$ cat src/rtl/regfile_wb_arbiter_if.sv
// Writeback requester handshakes and register-file write-port signals shared by
// regfile_wb_arbiter (slave side) and the writeback requesters (master side).
interface regfile_wb_arbiter_if #(
    parameter int DATA_W = 32,
    parameter int ADDR_W = 5
);
    logic              req0_valid;
    logic [ADDR_W-1:0] req0_addr;
    logic [DATA_W-1:0] req0_data;
    logic              req0_ready;

    logic              req1_valid;
    logic [ADDR_W-1:0] req1_addr;
    logic [DATA_W-1:0] req1_data;
    logic              req1_ready;

    logic              req2_valid;
    logic [ADDR_W-1:0] req2_addr;
    logic [DATA_W-1:0] req2_data;
    logic              req2_ready;

    logic              rf_we;
    logic [ADDR_W-1:0] rf_addr;
    logic [DATA_W-1:0] rf_wdata;
    logic              busy;

    modport slave (
        input  req0_valid, req0_addr, req0_data,
        input  req1_valid, req1_addr, req1_data,
        input  req2_valid, req2_addr, req2_data,
        output req0_ready, req1_ready, req2_ready,
        output rf_we, rf_addr, rf_wdata, busy
    );

    modport master (
        output req0_valid, req0_addr, req0_data,
        output req1_valid, req1_addr, req1_data,
        output req2_valid, req2_addr, req2_data,
        input  req0_ready, req1_ready, req2_ready,
        input  rf_we, rf_addr, rf_wdata, busy
    );
endinterface

$ cat src/rtl/regfile_wb_arbiter.sv
// Round-robin arbiter sharing the register file write port among ALU, load and debug/CSR writeback.
// Define RF_CLEAR_ON_RESET_EN to compile in the post-reset sweep that zeroes x1..x(NUM_REGS-1).
module regfile_wb_arbiter #(
    parameter int DATA_W   = 32,
    parameter int ADDR_W   = 5,
    parameter int NUM_REGS = 32
) (
    input logic                 clk,
    input logic                 rst,
    regfile_wb_arbiter_if.slave bus
);

    if (NUM_REGS > (1 << ADDR_W) || NUM_REGS < 2) begin : gBadNumRegs
        $error("regfile_wb_arbiter: NUM_REGS does not fit ADDR_W");
    end

`ifdef RF_CLEAR_ON_RESET_EN
    typedef enum logic [0:0] {CLEAR, RUN} state_e;
    localparam state_e RESET_STATE = CLEAR;
    localparam logic [ADDR_W-1:0] LAST_REG = ADDR_W'(NUM_REGS - 1);
`else
    typedef enum logic [0:0] {RUN} state_e;
    localparam state_e RESET_STATE = RUN;
`endif

    state_e            state_q;
    logic [1:0]        ptr_q;
    logic [1:0]        ptr_d;
    logic              rfWe_q;
    logic [ADDR_W-1:0] rfAddr_q;
    logic [DATA_W-1:0] rfWdata_q;
`ifdef RF_CLEAR_ON_RESET_EN
    logic [ADDR_W-1:0] sweepCnt_q;
    logic              sweeping;
`endif

    logic [2:0]        valid;
    logic [2:0]        grant;
    logic [2:0]        cand;
    logic [1:0]        grantIdx;
    logic              grantAny;
    logic [ADDR_W-1:0] selAddr;
    logic [DATA_W-1:0] selData;

    // Search ptr, ptr+1, ptr+2 (mod 3); readies are suppressed during reset and the sweep.
    always_comb begin
        valid    = {bus.req2_valid, bus.req1_valid, bus.req0_valid};
        grant    = 3'b000;
        grantIdx = 2'd0;
        grantAny = 1'b0;
        cand     = 3'd0;
        if (!rst && state_q == RUN) begin
            for (int k = 0; k < 3; k++) begin
                cand = {1'b0, ptr_q} + 3'(k);
                if (cand >= 3'd3) begin
                    cand = cand - 3'd3;
                end
                if (!grantAny && valid[cand[1:0]]) begin
                    grantAny = 1'b1;
                    grantIdx = cand[1:0];
                end
            end
            if (grantAny) begin
                grant[grantIdx] = 1'b1;
            end
        end

        case (grantIdx)
            2'd1: begin
                selAddr = bus.req1_addr;
                selData = bus.req1_data;
            end
            2'd2: begin
                selAddr = bus.req2_addr;
                selData = bus.req2_data;
            end
            default: begin
                selAddr = bus.req0_addr;
                selData = bus.req0_data;
            end
        endcase

        ptr_d = ptr_q;
        if (grantAny) begin
            ptr_d = (grantIdx == 2'd2) ? 2'd0 : grantIdx + 2'd1;
        end
    end

    assign bus.req0_ready = grant[0];
    assign bus.req1_ready = grant[1];
    assign bus.req2_ready = grant[2];

`ifdef RF_CLEAR_ON_RESET_EN
    // Sweep writes are driven in the cycle the counter holds them, so busy drops right after x31.
    assign sweeping     = !rst && state_q == CLEAR;
    assign bus.busy     = rst || state_q == CLEAR;
    assign bus.rf_we    = sweeping ? 1'b1 : rfWe_q;
    assign bus.rf_addr  = sweeping ? sweepCnt_q : rfAddr_q;
    assign bus.rf_wdata = sweeping ? {DATA_W{1'b0}} : rfWdata_q;
`else
    assign bus.busy     = 1'b0;
    assign bus.rf_we    = rfWe_q;
    assign bus.rf_addr  = rfAddr_q;
    assign bus.rf_wdata = rfWdata_q;
`endif

    // Accepted writes appear on the port one cycle later; writes to x0 are granted but dropped.
    always_ff @(posedge clk) begin
        if (rst) begin
            state_q   <= RESET_STATE;
            ptr_q     <= 2'd0;
            rfWe_q    <= 1'b0;
            rfAddr_q  <= '0;
            rfWdata_q <= '0;
`ifdef RF_CLEAR_ON_RESET_EN
            sweepCnt_q <= ADDR_W'(1);
`endif
        end else begin
            rfWe_q <= 1'b0;
            case (state_q)
`ifdef RF_CLEAR_ON_RESET_EN
                CLEAR: begin
                    rfAddr_q   <= sweepCnt_q;
                    rfWdata_q  <= '0;
                    sweepCnt_q <= sweepCnt_q + 1'b1;
                    if (sweepCnt_q == LAST_REG) begin
                        state_q <= RUN;
                    end
                end
`endif
                RUN: begin
                    ptr_q <= ptr_d;
                    if (grantAny && selAddr != '0) begin
                        rfWe_q    <= 1'b1;
                        rfAddr_q  <= selAddr;
                        rfWdata_q <= selData;
                    end
                end
                default: state_q <= RESET_STATE;
            endcase
        end
    end

endmodule

$ cat src/flat_wrapper.sv
// flat-port wrapper written by rule: the top's interface ports become plain ports
module regfile_wb_arbiter_flat 
#(
    parameter int DATA_W   = 32,
    parameter int ADDR_W   = 5,
    parameter int NUM_REGS = 32
)
  (clk, rst, bus_req0_valid, bus_req0_addr, bus_req0_data, bus_req1_valid, bus_req1_addr, bus_req1_data, bus_req2_valid, bus_req2_addr, bus_req2_data, bus_req0_ready, bus_req1_ready, bus_req2_ready, bus_rf_we, bus_rf_addr, bus_rf_wdata, bus_busy);
  regfile_wb_arbiter_if #(.DATA_W(DATA_W), .ADDR_W(ADDR_W)) bus_i ();
  input logic clk;
  input logic rst;
  input wire logic [$bits(bus_i.req0_valid)-1:0] bus_req0_valid;
  input wire logic [$bits(bus_i.req0_addr)-1:0] bus_req0_addr;
  input wire logic [$bits(bus_i.req0_data)-1:0] bus_req0_data;
  input wire logic [$bits(bus_i.req1_valid)-1:0] bus_req1_valid;
  input wire logic [$bits(bus_i.req1_addr)-1:0] bus_req1_addr;
  input wire logic [$bits(bus_i.req1_data)-1:0] bus_req1_data;
  input wire logic [$bits(bus_i.req2_valid)-1:0] bus_req2_valid;
  input wire logic [$bits(bus_i.req2_addr)-1:0] bus_req2_addr;
  input wire logic [$bits(bus_i.req2_data)-1:0] bus_req2_data;
  output wire logic [$bits(bus_i.req0_ready)-1:0] bus_req0_ready;
  output wire logic [$bits(bus_i.req1_ready)-1:0] bus_req1_ready;
  output wire logic [$bits(bus_i.req2_ready)-1:0] bus_req2_ready;
  output wire logic [$bits(bus_i.rf_we)-1:0] bus_rf_we;
  output wire logic [$bits(bus_i.rf_addr)-1:0] bus_rf_addr;
  output wire logic [$bits(bus_i.rf_wdata)-1:0] bus_rf_wdata;
  output wire logic [$bits(bus_i.busy)-1:0] bus_busy;
  assign bus_i.req0_valid = bus_req0_valid;
  assign bus_i.req0_addr = bus_req0_addr;
  assign bus_i.req0_data = bus_req0_data;
  assign bus_i.req1_valid = bus_req1_valid;
  assign bus_i.req1_addr = bus_req1_addr;
  assign bus_i.req1_data = bus_req1_data;
  assign bus_i.req2_valid = bus_req2_valid;
  assign bus_i.req2_addr = bus_req2_addr;
  assign bus_i.req2_data = bus_req2_data;
  assign bus_req0_ready = bus_i.req0_ready;
  assign bus_req1_ready = bus_i.req1_ready;
  assign bus_req2_ready = bus_i.req2_ready;
  assign bus_rf_we = bus_i.rf_we;
  assign bus_rf_addr = bus_i.rf_addr;
  assign bus_rf_wdata = bus_i.rf_wdata;
  assign bus_busy = bus_i.busy;
  regfile_wb_arbiter #(.DATA_W(DATA_W), .ADDR_W(ADDR_W), .NUM_REGS(NUM_REGS)) u_core (.clk(clk), .rst(rst), .bus(bus_i));
endmodule
$ cat config.mk
export PLATFORM = sky130hd
export DESIGN_NAME = regfile_wb_arbiter_flat
export DESIGN_NICKNAME = d
export VERILOG_FILES = /design/src/rtl/regfile_wb_arbiter_if.sv /design/src/rtl/regfile_wb_arbiter.sv /design/src/flat_wrapper.sv
export SDC_FILE = /design/constraint.sdc
export NUM_CORES = 1
export LEC_CHECK = 0
export BUFFER_PORTS_ARGS = -buffer_cell sky130_fd_sc_hd__buf_2
export CAP_MARGIN = 15
export CORE_UTILIZATION = 45
export CTS_CLUSTER_DIAMETER = 40
export DETAILED_ROUTE_END_ITERATION = 6
export GPL_TIMING_DRIVEN = 0
export PLACE_DENSITY = 0.86
export SLEW_MARGIN = 10
export SYNTH_ARGS = -nofsm -noshare
export SYNTH_HDL_FRONTEND = slang
export SYNTH_SLANG_ARGS = --single-unit
$ cat constraint.sdc
create_clock -name clk -period 6.8 [get_ports clk]
set_input_delay 0.34 -clock clk [delete_from_list [all_inputs] [get_ports clk]]
set_output_delay 0.34 -clock clk [all_outputs]
set_load 0.01 [all_outputs]
* Yosys cells after proc, flatten, opt, wreduce, memory -nomap -nowiden
Index checks and enable logic that the tools add are counted.
** Cells by class
- Add/subtract/negate cells :: 6
- $lt $le $gt $ge :: 8
- Eq/ne operators :: 2
- Muxes and demuxes :: 32
- Reduce and logical (&&, ||, !) cells :: 7
** Operators by type and width (number)
- 32-bit case mux with 2 select lines :: 1
- 2-bit 2-to-1 mux :: 12
- 2-bit by 3-bit less-than comparator with 1-bit output, second input constant :: 4
- 1-bit 2-to-1 mux :: 12
- 5-bit case mux with 2 select lines :: 1
- 1-bit binary-select mux with 2-bit select :: 3
- 3-bit by 2-bit >= comparator with 1-bit output, second input constant :: 2
- 3-bit 2-to-1 mux :: 2
- 2-bit subtractor, second input constant :: 3
- 5-bit nonzero test :: 1
- 1-bit logical AND :: 4
- 2-bit by 1-bit adder with 3-bit output, second input constant :: 1
- 2-bit by 2-bit adder with 3-bit output, second input constant :: 1
- 2-bit by 1-bit adder with 2-bit output, second input constant :: 1
- 1-bit demux with 2-bit select :: 1
- 2-bit by 1-bit == test with 1-bit output, second input constant :: 1
- 2-bit == test, second input constant :: 1
- 2-bit by 1-bit >= comparator with 1-bit output, second input constant :: 1
- 2-bit >= comparator, second input constant :: 1
- 1-bit logical NOT :: 2
** Word-level totals
- Flip-flop bits (word level) :: 40
- Input bits :: 116
- Output and inout port bits :: 42
- Word-level logic and storage cells :: 59

* Longest topological paths before layout
- Word-level depth :: 21
- Depth in mapped cells :: 16
- Mapped depth without buffers :: 13

* Worst setup path after synthesis
Ideal clock, no wire load.
- Path type :: register to register
- Start :: reg u_core.ptr_q[0]
- End :: reg u_core.rfWdata_q[10] (netlist: u_core.bus.rf_wdata[10])
- Library setup time :: 0.070 ns
- Arrival time :: 3.053 ns
- Required time :: 6.730 ns
- Setup slack :: 3.677 ns
- Stages on the path, launching flop included :: 16
- Buffers on the path :: 3
- Period minus slack after synthesis :: 3.123 ns
- Cells stage by stage :: dfxtp_1 inv_1 ha_1 and2_1 nor2b_1 o21ai_0 or2_2 ha_1 buf_6 a221oi_1 o22a_1 and3_1 buf_4 clkbuf_1 o21ai_0 a21oi_1
** Between the ends
- Word-level cells in the longest chain between the ends :: 20
- Elaborated cells on any way between the ends :: 42
- Classes of those cells :: add/sub (5); order compare (3); eq/ne (2); mux (26); reduce/logical (6)
** Ends and longest elaborated chain
- from (decl) :: RTL line regfile_wb_arbiter.sv:27 : logic [1:0] ptr_q;
- from (signal assigned) :: RTL line regfile_wb_arbiter.sv:132 : ptr_q <= ptr_d;
- parallel branches: the longest is 20 deep, another holds 2-bit by 1-bit adder with 3-bit output
- to (signal assigned) :: RTL line regfile_wb_arbiter.sv:136 : rfWdata_q <= selData;
- to (decl) :: RTL line regfile_wb_arbiter.sv:31 : logic [DATA_W-1:0] rfWdata_q;
Parallel ways; which one is timed is not known. The select of a mux whose other input is x is not followed.
A chain may end at the register's enable or synchronous reset.

* Worst setup path in the final report
- Start :: reg u_core.ptr_q[0]
- End :: reg u_core.rfWdata_q[12] (netlist: u_core.bus.rf_wdata[12])
The elaborated chain is that of the path after synthesis.

==> results.md <==
- Routability cong.: 0.825
- Post-synthesis compound-gate area fraction: 0.472
- Avg Vias per Cell: 5.88
- Hold buffer count at CTS: 0
- Period utilization: 0.542
- Pins Over Slew Limit: 0
- CTS Buf Count: 5
- Final setup vio count: 0
- Pin count of the biggest net entering global routing: 13
- Syn. warnings: 0
- Clk buf depth: 2
- Worst r2r path cells: 15
- Clock root cell: clkbuf_8
- Hold Crit Endpoint: u_core.bus.rf_wdata[27]$_SDFFE_PP0P_
- Synthesized area: 2360 um^2
- Final hold vios: 0
- Syn Area/Cell: approximately 8.6 um^2
- Design Area, Final: 3300 um^2
- Prevailing post-synth register cell: dfxtp_1
- DP Area: approximately 3200 um^2
- R2R Path End: u_core.bus.rf_wdata[12]$_SDFFE_PP0P_
- Largest family of logic cells by synthesized area: compound AO/OA/AOI/OAI gates
- Area Overhead vs Synth: 39.9%
- Core Rows: 25
- Register area share after synthesis: 0.339
- # diodes: 0
- Clock-pin slew on the worst setup and hold paths: approximately 90 ps
- Iter 0 DRT Violations: 180
- Number of H-tree levels: 2
- Max Cap Violations: 0
- Reg-to-reg setup timing slack: approximately 3100 ps
- Fraction of registers with async set/reset: 0
- Post-Syn Instances: about 270
- Initial antenna violation count: 0
- Core region area: a little under 5000 um^2
- WL final: 8.12 mm
- Post-synthesis xor/xnor area fraction: 0
- Hold Crit Depth: 3
- Yosys cell types: 32
- Class of the tightest hold or removal check: in -> reg
- Starting Density: 0.484
- Final net count: around 560
- P_leak: 1.52 nW
- Status: completed
- WL per Instance: about 16 um
- Post-synthesis adder-cell area fraction: 0.0408
- Net Count, Synth: ~400
- RSZ-0062 raised after global routing: no
- GRT Util Overall: 0.283
- DR pass1 iterations: 4
- CP startpoint kind: flop
- Data arrival, critical path: around 3900 ps
- Boundary Pins: about 160
- #FFs+latches synth: 40
- Setup TNS: 0 ps
- Die Wd: 74.4 um
- Final HPWL DP: slightly above 6 mm
- Post-synth EDFFs: 0
- Crit end category: flop
- Minimum clock period: approximately 3700 ps
- Mux contribution to synthesized area: 0
- First-pass GRT wire length: ~12 mm
- Required @ worst endpoint: roughly 7000 ps
- Die area: 5540 um^2
- Worst-Margin Slew: 530 ps
- R2r startpoint: u_core.ptr_q[0]$_SDFFE_PP0P_
- DRC violation count after routing: 0
- Slew HR: 0.646
- Clock insertion delay at the later pin of the skew report: ~300 ps
- Pwr dens: between 200 and 250 nW/um^2
- CTS tree: yes
- Layout cells sized above 1: 0.406
- Chip Height: between 70 and 80 um
- Clk sink count: 40
- Post-synthesis simple-gate area fraction: 0.0652
- Peak supply drop: about 0.00014 V
- Worst hold start: bus_req0_data[27]
- Final setup skew: roughly 11 ps
- Setup repair bufs after CTS: 0
- Post_cts resized: 0
- Number of global-route vias before repair: about 2600
- GRT overflow: 0
- CP Max Fanout: 10
- PortBufs: 155
- # fillers: between 400 and 500
- DR vias: ~3000
- Fmax achieved: between 0.2 and 0.3 GHz
- Critical path type: reg -> reg
- Final ANT Viol Nets: 0
## metal layers
layer  GRT usage  up-vias  share of wire
met5           0        -              0
met4       0.101        0          0.020
met3      0.0772       14          0.095
met2       0.458      155           0.49
met1       0.361     1364           0.40
li1            -     1426              -
## power breakdown
group / internal, mW / leakage (nW) / total, mW / switching [mW]
Sequential: 0.273 / 0.332 / 0.289 / 0.0164
Clock: 0.0696 / 0.0400 / 0.157 / 0.0871
Combinational: 0.137 / 1.15 / 0.307 / 0.170
Total: 0.479 / 1.52 / 0.753 / 0.274
## synthesized netlist by cell type (3+ instances only)
cell | instances | area (um^2)
buf_6 | 3 | 33.8
nand2_1 | 4 | 15.0
a221oi_1 | 4 | 35.0
o21ai_0 | 39 | 195
inv_1 | 5 | 18.8
a21oi_1 | 40 | 200
dfxtp_1 | 40 | 801
o2111ai_1 | 32 | 280
nor2b_1 | 5 | 31.3
ha_1 | 6 | 75.1
nor2_1 | 5 | 18.8
clkbuf_1 | 25 | 93.8
a221o_1 | 34 | 340
nor3_1 | 3 | 15.0
buf_2 | 4 | 20.0
or3_1 | 4 | 25.0
## per-stage QoR
step	cells	worst slack [ps]	total power [mW]	hold slack, ps	utilization
after CTS	503	3110	0.748	363	0.677
final	503	3110	0.753	358	0.677
after detailed placement	496	3130	0.598	464	0.660
after global routing	503	2620	0.797	373	0.677
after floorplan	274	3680	0.482	453	-
after global placement	496	3240	0.591	458	0.660
## cell families after synthesis
family / after synthesis
other: 1
buffers and inverters: 41
adder cells (fa/ha/maj): 8
AND/OR/NAND/NOR: 29
flip-flops: 40
AO/OA/AOI/OAI: 155
## how the worst max path moves through the flow
stage | startpoint | end | slack [ps] | cells after the start
finish | u_core.ptr_q[0]$_SDFFE_PP0P_ | u_core.bus.rf_wdata[12]$_SDFFE_PP0P_ | 3110 | 15
global route | u_core.ptr_q[0]$_SDFFE_PP0P_ | u_core.bus.rf_wdata[13]$_SDFFE_PP0P_ | 2620 | 15
CTS | u_core.ptr_q[0]$_SDFFE_PP0P_ | u_core.bus.rf_wdata[12]$_SDFFE_PP0P_ | 3110 | 15
detailed placement | u_core.ptr_q[0]$_SDFFE_PP0P_ | u_core.bus.rf_wdata[12]$_SDFFE_PP0P_ | 3130 | 15
global placement | u_core.ptr_q[0]$_SDFFE_PP0P_ | u_core.bus.rf_wdata[4]$_SDFFE_PP0P_ | 3240 | 15
floorplan | u_core.ptr_q[0]$_SDFFE_PP0P_ | u_core.bus.rf_wdata[10]$_SDFFE_PP0P_ | 3680 | 15
## sequential cells by signal, indices dropped and copies added (netlist names)
register and cells:
u_core.bus.rf_we 1, u_core.ptr_q 2, u_core.bus.rf_addr 5, u_core.bus.rf_wdata 32
## critical path: stages, from the launching register on
cell and delay (ps):
dfxtp_1 350, inv_1 50, ha_1 350, and2_1 230, nor2b_1 120, o21ai_0 170, or2_2 360, ha_1 370
buf_6 180, a221oi_1 270, o22a_1 220, and3_1 150, buf_4 160, clkbuf_1 330, o21ai_0 140, a21oi_1 160
## layout by cell type (no fill, tap or decap), types with 3 or more instances in the layout
master     count
clkbuf_1      25
buf_2        159
buf_6          3
nand2_1        4
nor2_1         5
a221o_1       34
o2111ai_1     32
a221oi_1       4
clkbuf_8       5
nor3_1         3
inv_1          5
a21oi_1       40
or3_1          4
dfxtp_1       40
ha_1           6
nor2b_1        5
o21ai_0       39
## cell type report
class                   count  area [um^2]  area share
plain buffers              36          173      0.0523
clock buffers               5         68.8      0.0208
clock inverters             2         12.5     0.00379
inverters                   5         18.8     0.00568
multi-input cells         193         1370       0.415
flip-flops and latches     40          801       0.243
well taps                  67         83.8      0.0254
repair buffers            155          776       0.235
No activity file was read; power rests on OpenSTA's default activity.
